File: config.mk
export PLATFORM = sky130hd
export DESIGN_NAME = sequencer
export DESIGN_NICKNAME = d
export VERILOG_FILES = /design/src/rtl/cpu_pkg.sv /design/src/rtl/sequencer.sv
export SDC_FILE = /design/constraint.sdc
export NUM_CORES = 1
export LEC_CHECK = 0
export ABC_AREA = 0
export CAP_MARGIN = 10
export CORE_UTILIZATION = 40
export DETAILED_ROUTE_END_ITERATION = 8
export GPL_TIMING_DRIVEN = 0
export MAX_ROUTING_LAYER = met4
export PLACE_DENSITY = 0.77
export REMOVE_ABC_BUFFERS = 1
export SETUP_SLACK_MARGIN = 0.4
export SYNTH_ARGS = -nofsm -noshare
export SYNTH_HDL_FRONTEND = slang
export SYNTH_SLANG_ARGS = --single-unit
File: constraint.sdc
create_clock -name clock -period 1.8 [get_ports clock]
set_input_delay 0.18 -clock clock [delete_from_list [all_inputs] [get_ports clock]]
set_output_delay 0.18 -clock clock [all_outputs]
set_load 0.1 [all_outputs]
File: src/rtl/cpu_pkg.sv
// Shared types for the 8-bit accumulator CPU: opcode encoding, sequencer states
// and default datapath widths.
package cpu_pkg;

    localparam int DEF_WORD_W = 8;
    localparam int DEF_OP_W   = 3;

    typedef enum logic [2:0] {
        OP_LOAD  = 3'b000,
        OP_STORE = 3'b001,
        OP_ADD   = 3'b010,
        OP_SUB   = 3'b011,
        OP_BNE   = 3'b100,
        OP_BEQ   = 3'b101,
        OP_JMP   = 3'b110,
        OP_HALT  = 3'b111
    } opcode_t;

    // S_RESET is the idle state held during reset; the first edge after release enters S_FETCH_A.
    typedef enum logic [3:0] {
        S_RESET   = 4'd0,
        S_FETCH_A = 4'd1,
        S_FETCH_R = 4'd2,
        S_FETCH_I = 4'd3,
        S_DECODE  = 4'd4,
        S_RD      = 4'd5,
        S_EXE     = 4'd6,
        S_ST_M    = 4'd7,
        S_ST_W    = 4'd8,
        S_BR      = 4'd9,
        S_HALT    = 4'd10
    } state_t;

endpackage

File: src/rtl/sequencer.sv
// Fetch/execute control FSM for the accumulator CPU. Pure Moore machine: outputs depend
// only on the state register and the opcode/zero flag captured when leaving DECODE.
module sequencer
    import cpu_pkg::*;
#(
    parameter int WORD_W = DEF_WORD_W,
    parameter int OP_W   = DEF_OP_W
) (
    input  logic            clock,
    input  logic            n_reset,
    input  logic [OP_W-1:0] op,
    input  logic            z_flag,
    output logic            ACC_bus,
    output logic            load_ACC,
    output logic            PC_bus,
    output logic            load_PC,
    output logic            INC_PC,
    output logic            load_IR,
    output logic            Addr_bus,
    output logic            load_MAR,
    output logic            MDR_bus,
    output logic            load_MDR,
    output logic            CS,
    output logic            R_NW,
    output logic            ALU_ACC,
    output logic            ALU_add,
    output logic            ALU_sub,
    output logic            halted
);

    if (OP_W != 3 || WORD_W <= OP_W) begin : g_badParam
        $error("sequencer: decode table needs OP_W == 3 and WORD_W > OP_W");
    end

    state_t  r_state;
    state_t  w_nextState;
    opcode_t r_op;
    logic    r_zFlag;
    opcode_t w_opNow;

    assign w_opNow = opcode_t'(op);

    always_ff @(posedge clock or negedge n_reset) begin
        if (!n_reset) begin
            r_state <= S_RESET;
            r_op    <= OP_LOAD;
            r_zFlag <= 1'b0;
        end else begin
            r_state <= w_nextState;
            // Opcode and zero flag are latched once, on the edge leaving DECODE.
            if (r_state == S_DECODE) begin
                r_op    <= w_opNow;
                r_zFlag <= z_flag;
            end
        end
    end

    always_comb begin
        w_nextState = S_FETCH_A;
        ACC_bus  = 1'b0;
        load_ACC = 1'b0;
        PC_bus   = 1'b0;
        load_PC  = 1'b0;
        INC_PC   = 1'b0;
        load_IR  = 1'b0;
        Addr_bus = 1'b0;
        load_MAR = 1'b0;
        MDR_bus  = 1'b0;
        load_MDR = 1'b0;
        CS       = 1'b0;
        R_NW     = 1'b1;
        ALU_ACC  = 1'b0;
        ALU_add  = 1'b0;
        ALU_sub  = 1'b0;
        halted   = 1'b0;
        case (r_state)
            S_RESET: w_nextState = S_FETCH_A;
            S_FETCH_A: begin
                PC_bus      = 1'b1;
                load_MAR    = 1'b1;
                INC_PC      = 1'b1;
                w_nextState = S_FETCH_R;
            end
            S_FETCH_R: begin
                CS          = 1'b1;
                w_nextState = S_FETCH_I;
            end
            S_FETCH_I: begin
                MDR_bus     = 1'b1;
                load_IR     = 1'b1;
                w_nextState = S_DECODE;
            end
            // The operand address goes to MAR for every opcode; for branches and HALT the load is unused.
            S_DECODE: begin
                Addr_bus = 1'b1;
                load_MAR = 1'b1;
                case (w_opNow)
                    OP_LOAD, OP_ADD, OP_SUB:  w_nextState = S_RD;
                    OP_STORE:                 w_nextState = S_ST_M;
                    OP_BNE, OP_BEQ, OP_JMP:   w_nextState = S_BR;
                    default:                  w_nextState = S_HALT;
                endcase
            end
            S_RD: begin
                CS          = 1'b1;
                w_nextState = S_EXE;
            end
            S_EXE: begin
                MDR_bus  = 1'b1;
                load_ACC = 1'b1;
                case (r_op)
                    OP_ADD:  ALU_add = 1'b1;
                    OP_SUB:  ALU_sub = 1'b1;
                    default: ALU_ACC = 1'b1;
                endcase
            end
            S_ST_M: begin
                ACC_bus     = 1'b1;
                load_MDR    = 1'b1;
                w_nextState = S_ST_W;
            end
            S_ST_W: begin
                CS   = 1'b1;
                R_NW = 1'b0;
            end
            S_BR: begin
                Addr_bus = 1'b1;
                case (r_op)
                    OP_BNE:  load_PC = !r_zFlag;
                    OP_BEQ:  load_PC = r_zFlag;
                    default: load_PC = 1'b1;
                endcase
            end
            S_HALT: begin
                halted      = 1'b1;
                w_nextState = S_HALT;
            end
            default: w_nextState = S_FETCH_A;
        endcase
    end

    // Sysbus and memory-stage exclusivity, checked in every state outside reset.
    assert property (@(posedge clock) disable iff (!n_reset)
        $onehot0({ACC_bus, PC_bus, Addr_bus, MDR_bus}));
    assert property (@(posedge clock) disable iff (!n_reset)
        $onehot0({load_MAR, load_MDR, CS}));
    assert property (@(posedge clock) disable iff (!n_reset)
        (ALU_ACC || ALU_add || ALU_sub) |-> (load_ACC && $onehot({ALU_ACC, ALU_add, ALU_sub})));

endmodule

==> results.sh, run 1 <==
export IMPL_syn_avg_cell_area_um2=9.22
export IMPL_dp_slack_ns=-0.694
export IMPL_io_pins=22
export IMPL_tool_error="[ERROR DPL-0038] Utilization greater than 100%, impossible to legalize"
export IMPL_port_buffers=21
export IMPL_die_w_um=38.2
export IMPL_ys_types=29
export IMPL_clockBufferDepth=2
export IMPL_fp_dieH_um=38.2
export IMPL_cts_sinks=8
export IMPL_root_buffer="clkbuf_4"
export IMPL_ys_seq_elements=8
export IMPL_cts_buffers=3
export IMPL_core_rowCount=12
export IMPL_detailed_place_hpwl_um=820
export IMPL_synth_seq_area_share_pct=38.1
export IMPL_status="stopped before the end"
export IMPL_dpl_cell_count=88
export IMPL_syn_cell_area_um2=526
export IMPL_grt_max_degree=9
export IMPL_ctsHoldBuffers=0
export IMPL_postGrtWorstEndpoint="CS"
export IMPL_failed_stage="global routing (5_1_grt)"
export IMPL_htreeDepth=1
export IMPL_netlist_instances=57
export IMPL_worst_endpoint_kind="output port"
export IMPL_gp_congestion=0.774
export IMPL_initial_utilization_pct=45.5
export IMPL_yosys_warnings=0
-- repair_timing --
| item | CTS |
|---|---|
| buffers inserted | 16 |
| resized for setup | 149 |
| endpoints found under the setup margin | 18 |
| pin swaps | 3 |
-- kinds of logic after synthesis --
group,count (synthesis),share of synthesized area [%]
AND/OR/NAND/NOR,27,33.8
AO/OA/AOI/OAI,10,12.9
flip-flops,8,38.1
buffers and inverters,8,7.62
XOR/XNOR,2,3.33
multiplexers,2,4.29
-- metrics by stage --
stage	area [µm²]	utilization, %	setup TNS [ns]
after floorplan	500	-	-24.31
after global placement	728	63.0	-8.77
after CTS	1030	89.0	0
after detailed placement	728	63.0	-8.84
-- cell usage after synthesis --
master,count,share of area [%]
nand2_1,3,2.1
a21oi_1,1,0.95
nor2_1,5,3.6
o21bai_1,1,1.4
inv_2,1,0.71
a311oi_1,1,1.7
nand2b_2,1,1.7
and3_1,1,1.2
nand4_1,1,1.2
nor3_1,2,1.9
inv_1,3,2.1
nor4b_4,1,4.5
nor2b_1,1,1.2
o32ai_1,1,1.7
nand2b_1,6,7.1
dfrtp_1,8,38
o211ai_1,1,1.4
nor4_2,1,2.4
xor2_1,1,1.7
or3_1,3,3.6
buf_2,2,1.9
xnor2_1,1,1.7
o21ai_0,3,2.9
or3b_1,1,1.7
or2_4,1,1.7
buf_4,2,2.9
mux2_2,2,4.3
a2bb2oi_1,1,1.7
a31oi_1,1,1.2
==> run 2, diff against run 1 <==
Settings changed: CORE_AREA from default to 2 2 63 65, CORE_UTILIZATION 40 to default, DIE_AREA from default to 0 0 65 67, MAX_ROUTING_LAYER met4 to default, PLACE_DENSITY 0.77 to default, PLACE_DENSITY_LB_ADDON from default to 0.15, SETUP_SLACK_MARGIN 0.4 to default.
==> results.sh, run 2 <==
export IMPL_synth_commonest_cells="dfrtp_1 (8), nand2b_1 (6), nor2_1 (5)"
export IMPL_largest_register="r_state"
export IMPL_wl_per_cell_um=10.8
export IMPL_drv_cap=0
export IMPL_cpPeakStageDelay_ns=0.43
export IMPL_mostFrequentLayoutCells="buf_4 (14), nor2_1 (5), clkdlybuf4s50_1 (5)"
export IMPL_path_cells="buf_4 -> or3_1 -> o211ai_1 -> buf_6"
export IMPL_cts_sinks=8
export IMPL_cp_end_kind="output port"
export IMPL_cp_start_kind="register"
export IMPL_core_area_um2=3610
export IMPL_layout_commonest_cell="buf_4"
export IMPL_crit_start="r_state[0]$_DFF_PN0_"
export IMPL_hold_path_class="in2async"
export IMPL_path_class="reg2out"
export IMPL_grt_antenna_before_repair=0
export IMPL_reg_largest_list="r_state (4), r_op (3), r_zFlag (1)"
export IMPL_grt_max_degree=12
export IMPL_cp_slowest_cell="dfrtp_2"
export IMPL_syn_avg_cell_area_um2=9.22
export IMPL_die_w_um=65
export IMPL_synth_simple_gate_area_share_pct=33.8
export IMPL_htreeDepth=1
export IMPL_muxShareOfSynthArea_pct=4.29
export IMPL_yosysTopAreaCell="dfrtp_1"
export IMPL_route_detailed_drc=0
export IMPL_clockBufferDepth=2
export IMPL_worstRegToRegCells=4
export IMPL_initial_utilization_pct=14.6
export IMPL_io_pins=22
export IMPL_fp_dieH_um=67
export IMPL_worst_slack_ns=0.0453
export IMPL_timing_critical_path_to="CS"
export IMPL_largest_reg_flops=4
export IMPL_die_area_um2=4360
export IMPL_root_buffer="clkbuf_8"
export IMPL_synth_top_family_by_area="simple AND/OR/NAND/NOR gates"
export IMPL_synth_xor_area_share_pct=3.33
export IMPL_finalCriticalPeriod_ns=1.75
export IMPL_synthFlopType="dfrtp_1"
export IMPL_dr_pass1_iters=2
export IMPL_yosys_warnings=0
export IMPL_grt_pass1_wl_um=2230
export IMPL_insertion_delay_ns=0.22
export IMPL_fmax_ghz=0.570
export IMPL_finalSetupViolations=0
export IMPL_gp_congestion=0.690
export IMPL_ys_types=29
export IMPL_worstMarginPinSlew_ns=0.484
export IMPL_synth_seq_area_share_pct=38.1
export IMPL_rr_endpoint="r_op[0]$_DFFE_PN0P_"
export IMPL_final_antenna_net_count=0
export IMPL_synthAdderAreaFrac_pct=0
export IMPL_finClkSkew_ns=0.00126
export IMPL_ctsHoldBuffers=0
export IMPL_worst_path_stages=4
export IMPL_fillerInstances=399
export IMPL_post_synth_top_area_fraction_pct=38.1
export IMPL_initialDrtViolationCount=2
export IMPL_clk_transition_reported_paths_ns=0.04
export IMPL_r2r_start="r_state[3]$_DFF_PN0_"
export IMPL_drv_slew=0
export IMPL_synth_edff_count=0
export IMPL_via_per_inst=3.90
export IMPL_core_rowCount=22
export IMPL_cts_buffers=3
export IMPL_ys_seq_elements=8
export IMPL_port_buffers=21
export IMPL_syn_cell_area_um2=526
export IMPL_detailed_place_hpwl_um=1090
export IMPL_routed_via_count=515
export IMPL_first_global_vias=461
export IMPL_netlist_instances=57
export IMPL_timing_hold_violations_final=0
export IMPL_overflow=0
export IMPL_critical_path_top_delay_family="buffers and inverters"
export IMPL_status="finished clean"
export IMPL_nNetsFinal=92
export IMPL_crit_required_ns=1.62
export IMPL_syn_to_final_growth_pct=73.1
export IMPL_synth_compound_area_share_pct=12.9
export IMPL_async_flop_share_pct=100
export IMPL_final_layout_size_suffix_gt1_share_pct=48.8
export IMPL_cp_arrival_ns=1.57
export IMPL_post_synth_top_count_cell="dfrtp_1"
export IMPL_cts_tree="done"
export IMPL_dp_slack_ns=-0.726
export IMPL_r2r_setup_slack_ns=0.23
export IMPL_whs_ns=0.238
export IMPL_finalCritPeriodShare_pct=97.5
export IMPL_worstPathMaxFanout=5
export IMPL_synth_area_leaders="dfrtp_1 (38%), nand2b_1 (7.1%), nor4b_4 (4.5%), mux2_2 (4.3%), nor2_1 (3.6%)"
export IMPL_cp_buffers_inverters=2
export IMPL_wl_um=1430
export IMPL_slew_headroom_pct=68.0
export IMPL_grt_util_all_layers_pct=6.82
export IMPL_diodes=0
[run 2: cell counts after synthesis]
Identical to the previous run, type by type.
[run 2: area by class of cell]
cell class                      count  area [µm²]  area share [%]
Clock buffer                        3        41.3            4.54
Inverter                            4        15.0            1.65
Multi-Input combinational cell     41         324            35.6
Sequential cell                     8         205            22.6
Tap cell                           48        60.1            6.60
Timing Repair Buffer               28         264            29.0
[run 2: repair_timing]
action	in CTS	in global routing
gates resized for setup	111	8
endpoints found under the setup margin	16	12
pin swaps	0	0
gates cloned	0	0
setup buffers	1	6
[run 2: worst min path at each step]
| stage | to | slack, ns | cells after the start |
|---|---|---|---|
| 2_1_floorplan | r_op[0]$_DFFE_PN0P_ | -0.12 | 0 |
| 5_1_grt | r_state[2]$_DFF_PN0_ | 0.27 | 1 |
| 4_1_cts | r_state[1]$_DFF_PN0_ | 0.25 | 1 |
| 3_3_place_gp | r_state[2]$_DFF_PN0_ | 0.50 | 1 |
| 3_5_place_dp | r_state[3]$_DFF_PN0_ | 0.49 | 1 |
| 6_report | r_state[3]$_DFF_PN0_ | 0.24 | 1 |
[run 2: metrics by stage]
stage               area (µm²)  util, %  TNS [ns]  std cells
detailed placement         771     21.4     -9.48        122
floorplan                  500        -    -24.31         53
finish                     910     25.2         0        132
CTS                        810     22.4    -0.160        126
global route               910     25.2   -0.0127        132
global placement           771     21.4     -9.50        122
[run 2: routing by layer]
| metal | share of wire [%] | wire length, µm | vias to the layer above | GRT usage [%] |
|---|---|---|---|---|
| met1 | 44 | 632 | 244 | 8.34 |
| li1 | - | - | 253 | - |
| met5 | 0 | 0 | - | 0 |
| met3 | 4.9 | 70 | 2 | 1.18 |
| met2 | 49 | 695 | 16 | 10.4 |
| met4 | 1.9 | 27 | 0 | 5.59 |
[run 2: logic make-up (layout without fill, tap and decap cells)]
group / count (synthesis) / in the layout
simple gates: 27 / 27
compound gates: 10 / 10
mux: 2 / 2
buf+inv: 8 / 35
xor+xnor: 2 / 2
flops: 8 / 8
Power of run 2 is left out: the tool's default activity adds up to more than one toggle a clock period on the data nets, which glitch-free logic cannot reach.
